`config.mk`:
```
export PLATFORM = sky130hd
export DESIGN_NAME = mmio_bus_hub
export DESIGN_NICKNAME = d
export VERILOG_FILES = /design/src/rtl/bus_pkg.sv /design/src/rtl/mmio_bus_hub.sv
export SDC_FILE = /design/constraint.sdc
export NUM_CORES = 1
export LEC_CHECK = 0
export BUFFER_PORTS_ARGS = -buffer_cell sky130_fd_sc_hd__buf_2
export CORE_AREA = 2 2 212 214
export CTS_BUF_LIST = sky130_fd_sc_hd__clkbuf_4
export DETAILED_ROUTE_END_ITERATION = 10
export DIE_AREA = 0 0 214 216
export GPL_ROUTABILITY_DRIVEN = 0
export RECOVER_POWER = 100
export SYNTH_ARGS = -nofsm -noshare
export SYNTH_HDL_FRONTEND = slang
export SYNTH_SLANG_ARGS = --single-unit
```
`constraint.sdc`:
```
create_clock -name clock -period 5.7 [get_ports clock]
set_clock_uncertainty 0.05 [all_clocks]
set_input_delay 1.14 -clock clock [delete_from_list [all_inputs] [get_ports clock]]
set_output_delay 1.14 -clock clock [all_outputs]
set_load 0.05 [all_outputs]
```
`src/rtl/bus_pkg.sv`:
```
// Shared definitions for the MMIO bus hub: FSM state encoding and
// the slave-index width helper.
package bus_pkg;

  typedef enum logic [1:0] {
    IDLE   = 2'd0,
    ACCESS = 2'd1,
    DONE   = 2'd2
  } state_t;

  // A single slave still needs one index bit so the decode field is never empty.
  function automatic int idx_width(input int num_slaves);
    return (num_slaves > 1) ? $clog2(num_slaves) : 1;
  endfunction

endpackage

```
`src/rtl/mmio_bus_hub.sv`:
```
// Single-master MMIO hub: decodes the master address into a region, strobes
// one slave, waits for its ready (bounded) and returns a one-cycle response.
module mmio_bus_hub
  import bus_pkg::*;
#(
  parameter int DATA_WIDTH     = 64,
  parameter int ADDR_WIDTH     = 64,
  parameter int NUM_SLAVES     = 4,
  parameter int REGION_LSB     = 16,
  parameter int TIMEOUT_CYCLES = 16
) (
  input  logic                             clock,
  input  logic                             reset,
  input  logic [ADDR_WIDTH-1:0]            m_addr,
  input  logic [DATA_WIDTH-1:0]            m_wdata,
  input  logic                             m_read,
  input  logic                             m_write,
  output logic [DATA_WIDTH-1:0]            m_rdata,
  output logic                             m_ready,
  output logic                             m_error,
  output logic [NUM_SLAVES-1:0]            s_sel,
  output logic [REGION_LSB-1:0]            s_addr,
  output logic [DATA_WIDTH-1:0]            s_wdata,
  output logic                             s_read,
  output logic                             s_write,
  input  logic [NUM_SLAVES*DATA_WIDTH-1:0] s_rdata,
  input  logic [NUM_SLAVES-1:0]            s_ready,
  output logic [7:0]                       err_count
);

  localparam int IDX_W  = idx_width(NUM_SLAVES);
  localparam int HI_LSB = REGION_LSB + IDX_W;
  localparam int CNT_W  = $clog2(TIMEOUT_CYCLES + 1);
  localparam logic [IDX_W:0]   NUM_S    = NUM_SLAVES[IDX_W:0];
  localparam logic [CNT_W-1:0] CNT_LAST = CNT_W'(TIMEOUT_CYCLES - 1);

  state_t                  state, state_next;
  logic [REGION_LSB-1:0]   lat_addr;
  logic [DATA_WIDTH-1:0]   lat_wdata;
  logic                    lat_write;
  logic [IDX_W-1:0]        lat_idx;
  logic [CNT_W-1:0]        wait_cnt;

  logic [IDX_W-1:0]        req_idx;
  logic                    req_hit;
  logic                    req_valid;
  logic                    slave_ready;
  logic [DATA_WIDTH-1:0]   slave_rdata;
  logic                    fin_err;
  logic [DATA_WIDTH-1:0]   fin_rdata;

  // Hit needs the index in range and every address bit above the index field clear.
  assign req_idx   = m_addr[REGION_LSB +: IDX_W];
  assign req_hit   = ({1'b0, req_idx} < NUM_S) && ((m_addr >> HI_LSB) == '0);
  assign req_valid = m_read ^ m_write;

  // NOTE: every signal driven in always_comb gets a default first, so no path
  // leaves it unassigned and no latch is inferred.
  always_comb begin
    s_sel       = '0;
    slave_ready = 1'b0;
    slave_rdata = '0;
    for (int i = 0; i < NUM_SLAVES; i++) begin
      if (lat_idx == IDX_W'(i)) begin
        s_sel[i]    = (state == ACCESS);
        slave_ready = s_ready[i];
        slave_rdata = s_rdata[i*DATA_WIDTH +: DATA_WIDTH];
      end
    end
  end

  assign s_addr  = (state == ACCESS) ? lat_addr  : '0;
  assign s_wdata = (state == ACCESS) ? lat_wdata : '0;
  assign s_read  = (state == ACCESS) && !lat_write;
  assign s_write = (state == ACCESS) &&  lat_write;

  always_comb begin
    state_next = state;
    fin_err    = 1'b0;
    unique case (state)
      IDLE: begin
        if (m_read && m_write) begin
          state_next = DONE;
          fin_err    = 1'b1;
        end else if (req_valid) begin
          state_next = req_hit ? ACCESS : DONE;
          fin_err    = !req_hit;
        end
      end
      ACCESS: begin
        // Ready on the final allowed cycle still counts as a completion.
        if (slave_ready) begin
          state_next = DONE;
        end else if (wait_cnt == CNT_LAST) begin
          state_next = DONE;
          fin_err    = 1'b1;
        end
      end
      DONE:    state_next = IDLE;
      default: state_next = IDLE;
    endcase
  end

  assign fin_rdata = (state == ACCESS && slave_ready && !lat_write) ? slave_rdata : '0;

  // NOTE: sequential state uses non-blocking assignments so every register
  // samples pre-edge values regardless of statement order.
  always_ff @(posedge clock or posedge reset) begin
    if (reset) begin
      state     <= IDLE;
      lat_addr  <= '0;
      lat_wdata <= '0;
      lat_write <= 1'b0;
      lat_idx   <= '0;
      wait_cnt  <= '0;
      m_ready   <= 1'b0;
      m_error   <= 1'b0;
      m_rdata   <= '0;
      err_count <= '0;
    end else begin
      state   <= state_next;
      m_ready <= 1'b0;
      m_error <= 1'b0;
      m_rdata <= '0;
      if (state == IDLE && req_valid) begin
        lat_addr  <= m_addr[REGION_LSB-1:0];
        lat_wdata <= m_wdata;
        lat_write <= m_write;
        lat_idx   <= req_idx;
      end
      wait_cnt <= (state == ACCESS) ? wait_cnt + 1'b1 : '0;
      if (state_next == DONE) begin
        m_ready <= 1'b1;
        m_error <= fin_err;
        m_rdata <= fin_rdata;
        if (fin_err && err_count != 8'hFF) err_count <= err_count + 8'd1;
      end
    end
  end

endmodule
```
==> impl_metrics.yaml <==
outcome:
  status: "complete, but fails checks"
  violations: "capacitance limit, slew limit"
logic_synthesis:
  synth_warnings: 0
  ys_types: 31
  ys.flop_type: "dfrtp_1"
  synth_largest_area_cell: "dfrtp_1"
  synth-edff-count: 0
  yosys.area_share.simple_pct: 14.5
  synth_async_sr_flop_share_pct: 100
  synth_top_area_share_pct: 50.4
  syn_nets: 979
  synth.area.mux_share_pct: 30.0
  synthCells: 583
  yosys.area_share.adder_pct: 0.615
  synth-seq-area-share_pct: 50.4
  synth_area_leaders: "dfrtp_1, mux4_2, mux2_2"
  synth_top_family_by_area: "multiplexers"
  ys_seq_elements: 164
  synth_xor_xnor_area_share_pct: 0.646
  syn_area_sq_mm: 0.00814
  synth.avg_cell_area_sq_um: 14.0
  synth-compound-area-share_pct: 1.09
place:
  dp_hpwl_um: 25700
  place_area_sq_mm: 0.0115
  io_buffers: 551
clocking:
  cts_hold_buf: 0
  path_clk_slew_ns: 0.15
  ctsHtreeMaxLevel: 4
  insertion_delay_ns: 0.64
  cts.sinks: 164
  cts_tree: "yes"
  cts_made_buffers: 17
  cts_root_buffer: "clkbuf_4"
  clockBufferDepth: 2
  cts_setup_buffers: 0
  cts_resized: 0
die:
  floorplan.initialDensity_pct: 18.6
  core_area_sq_mm: 0.0438
  die_w_um: 214
  io_pins: 552
  die_h_um: 216
  fp-row-count: 77
  die_area_sq_mm: 0.0462
sta:
  finalMaxSlewViolations: 238
  timing.fmax_mhz: 233
  fin_crit_sh_pct: 75.3
  rsz0062_at_grt: "no"
  setup_viol: 0
  maxSlewHeadroom_pct: -160
  timing_hold_violations_final: 0
  fin_setup_tns_ns: 0
  period_needed_ns: 4.29
  tightest_slew_ns: 3.89
critical_path:
  cpMaxStageDelayCell: "dfrtp_1"
  critPathArrivalTime_ns: 3.10
  critPathKind: "reg -> out"
  path_cells: "nor3b_1, clkbuf_1"
  crit_family: "flip-flops"
  crit_path_end_kind: "output port"
  path_buf_inv: 1
  cpPeakStageDelay_ns: 1.61
  critPathLaunchType: "flop"
  cp.depth: 2
  required_ns: 4.51
  crit_path_max_fanout: 29
  ff2ff_path_depth: 3
routing:
  dr.first_iter.drc_count: 314
  antenna_left: 0
  drcViolationCount: 0
  viasPerCell: 4.14
  finalWirelength_um: 32000
  num_vias: 7109
  routedWlPerCell_um: 18.6
  first_pass_iters: 4
global_route:
  grt_pass1_wl_um: 46600
  grt_max_degree: 85
  antenna_found_initial: 18
  grt_overflow_total: 0
  gr-usage-all-layers_pct: 13.7
  grt_pass1_vias: 7296
pwr:
  leakage_nw: 5.52
  power.density_mw_per_mm2: 280
  ir_drop_mv: 0.148
layout:
  nNetsFinal: 1507
  final_area_sq_mm: 0.0116
  final_cell_mix: "buf_2, dfrtp_1, clkbuf_1, mux2_2, and2_1"
  nFillCells: 4700
  layout_commonest_cell: "buf_2"
  drive_gt1_share_pct: 51.9
  areaGrowthSynthToFinish_pct: 42.1
hold_path:
  worst_hold_path_type: "reg -> reg"
  hold_path_depth: 1
run:
  cap_violations: 4
-- cells by family (layout without fill, tap and decap cells) --
logic type / Yosys count / count (layout)
xor gates and xnor gates: 6 / 6
and+or+nand+nor: 194 / 194
other: 0 / 2
muxes: 152 / 152
buffers and inverters: 52 / 593
DFF: 164 / 164
adders and majority gates: 4 / 4
AOI/OAI and AO/OA: 11 / 11
-- power breakdown --
group | internal (mW) | leakage (nW) | total [mW] | switching, mW
clock | 0.233 | 0.140 | 0.694 | 0.461
sequential | 1.36 | 2.08 | 1.53 | 0.171
combinational | 0.554 | 3.30 | 1.01 | 0.461
total | 2.14 | 5.52 | 3.24 | 1.09
-- routing by layer --
metal	global-route usage [%]	part of all wire (%)	vias to the layer above	wire (um)
met5	0	0.13	-	41
met4	3.75	1.9	6	615
met3	5.03	7.6	54	2420
met2	23.7	50	356	15900
met1	16.1	41	3488	13000
li1	-	-	3205	-
-- area by class of cell --
| class | count | area (sq um) | share of cell area (%) |
|---|---|---|---|
| Tap cell | 592 | 741 | 6.40 |
| Antenna cell | 2 | 5.00 | 0.0433 |
| Clock buffer | 19 | 143 | 1.23 |
| Inverter | 3 | 12.5 | 0.108 |
| Sequential cell | 164 | 4110 | 35.5 |
| Clock inverter | 13 | 125 | 1.08 |
| Multi-Input combinational cell | 367 | 3820 | 33.0 |
| Timing Repair Buffer | 558 | 2620 | 22.6 |
-- sequential cells by signal, summed over array words and instances (netlist names) --
signal     count
err_count      8
lat_addr      16
m_ready        1
m_rdata       64
lat_idx        2
lat_wdata     64
lat_write      1
state          2
wait_cnt       5
m_error        1
-- synthesized netlist by cell type (5+ instances only) --
cell type  count
buf_2         13
and2_1        82
dfrtp_1      164
mux2_2        83
and3_1        69
nand3_1        7
clkbuf_1      35
nor2_1         8
xor2_1         5
nor4_1        11
mux4_2        65
-- per-stage QoR --
stage	cells	utilization [%]	setup slack [ns]	power [mW]	hold slack [ns]
global route	1718	26.4	0.951	3.45	0.447
global placement	1684	26.3	2.32	2.57	0.404
finish	1718	26.4	1.41	3.24	0.427
detailed placement	1684	26.3	2.25	2.59	0.410
CTS	1716	26.9	1.55	3.31	0.432
floorplan	583	-	0.0767	2.24	0.383
-- worst paths after layout --
check | from | end | slack (ns)
max | lat_idx[0]$_DFFE_PP0P_ | s_sel[1] | 1.41
max reg2reg | lat_idx[0]$_DFFE_PP0P_ | m_rdata[4]$_DFF_PP0_ | 1.63
max in group asynchronous | reset | m_rdata[49]$_DFF_PP0_ | 2.25
min in group asynchronous | reset | m_rdata[16]$_DFF_PP0_ | 1.53
min | wait_cnt[0]$_DFF_PP0_ | wait_cnt[0]$_DFF_PP0_ | 0.43
min reg2reg | wait_cnt[0]$_DFF_PP0_ | wait_cnt[0]$_DFF_PP0_ | 0.43
Note: power is estimated with default switching activity, not from simulation.
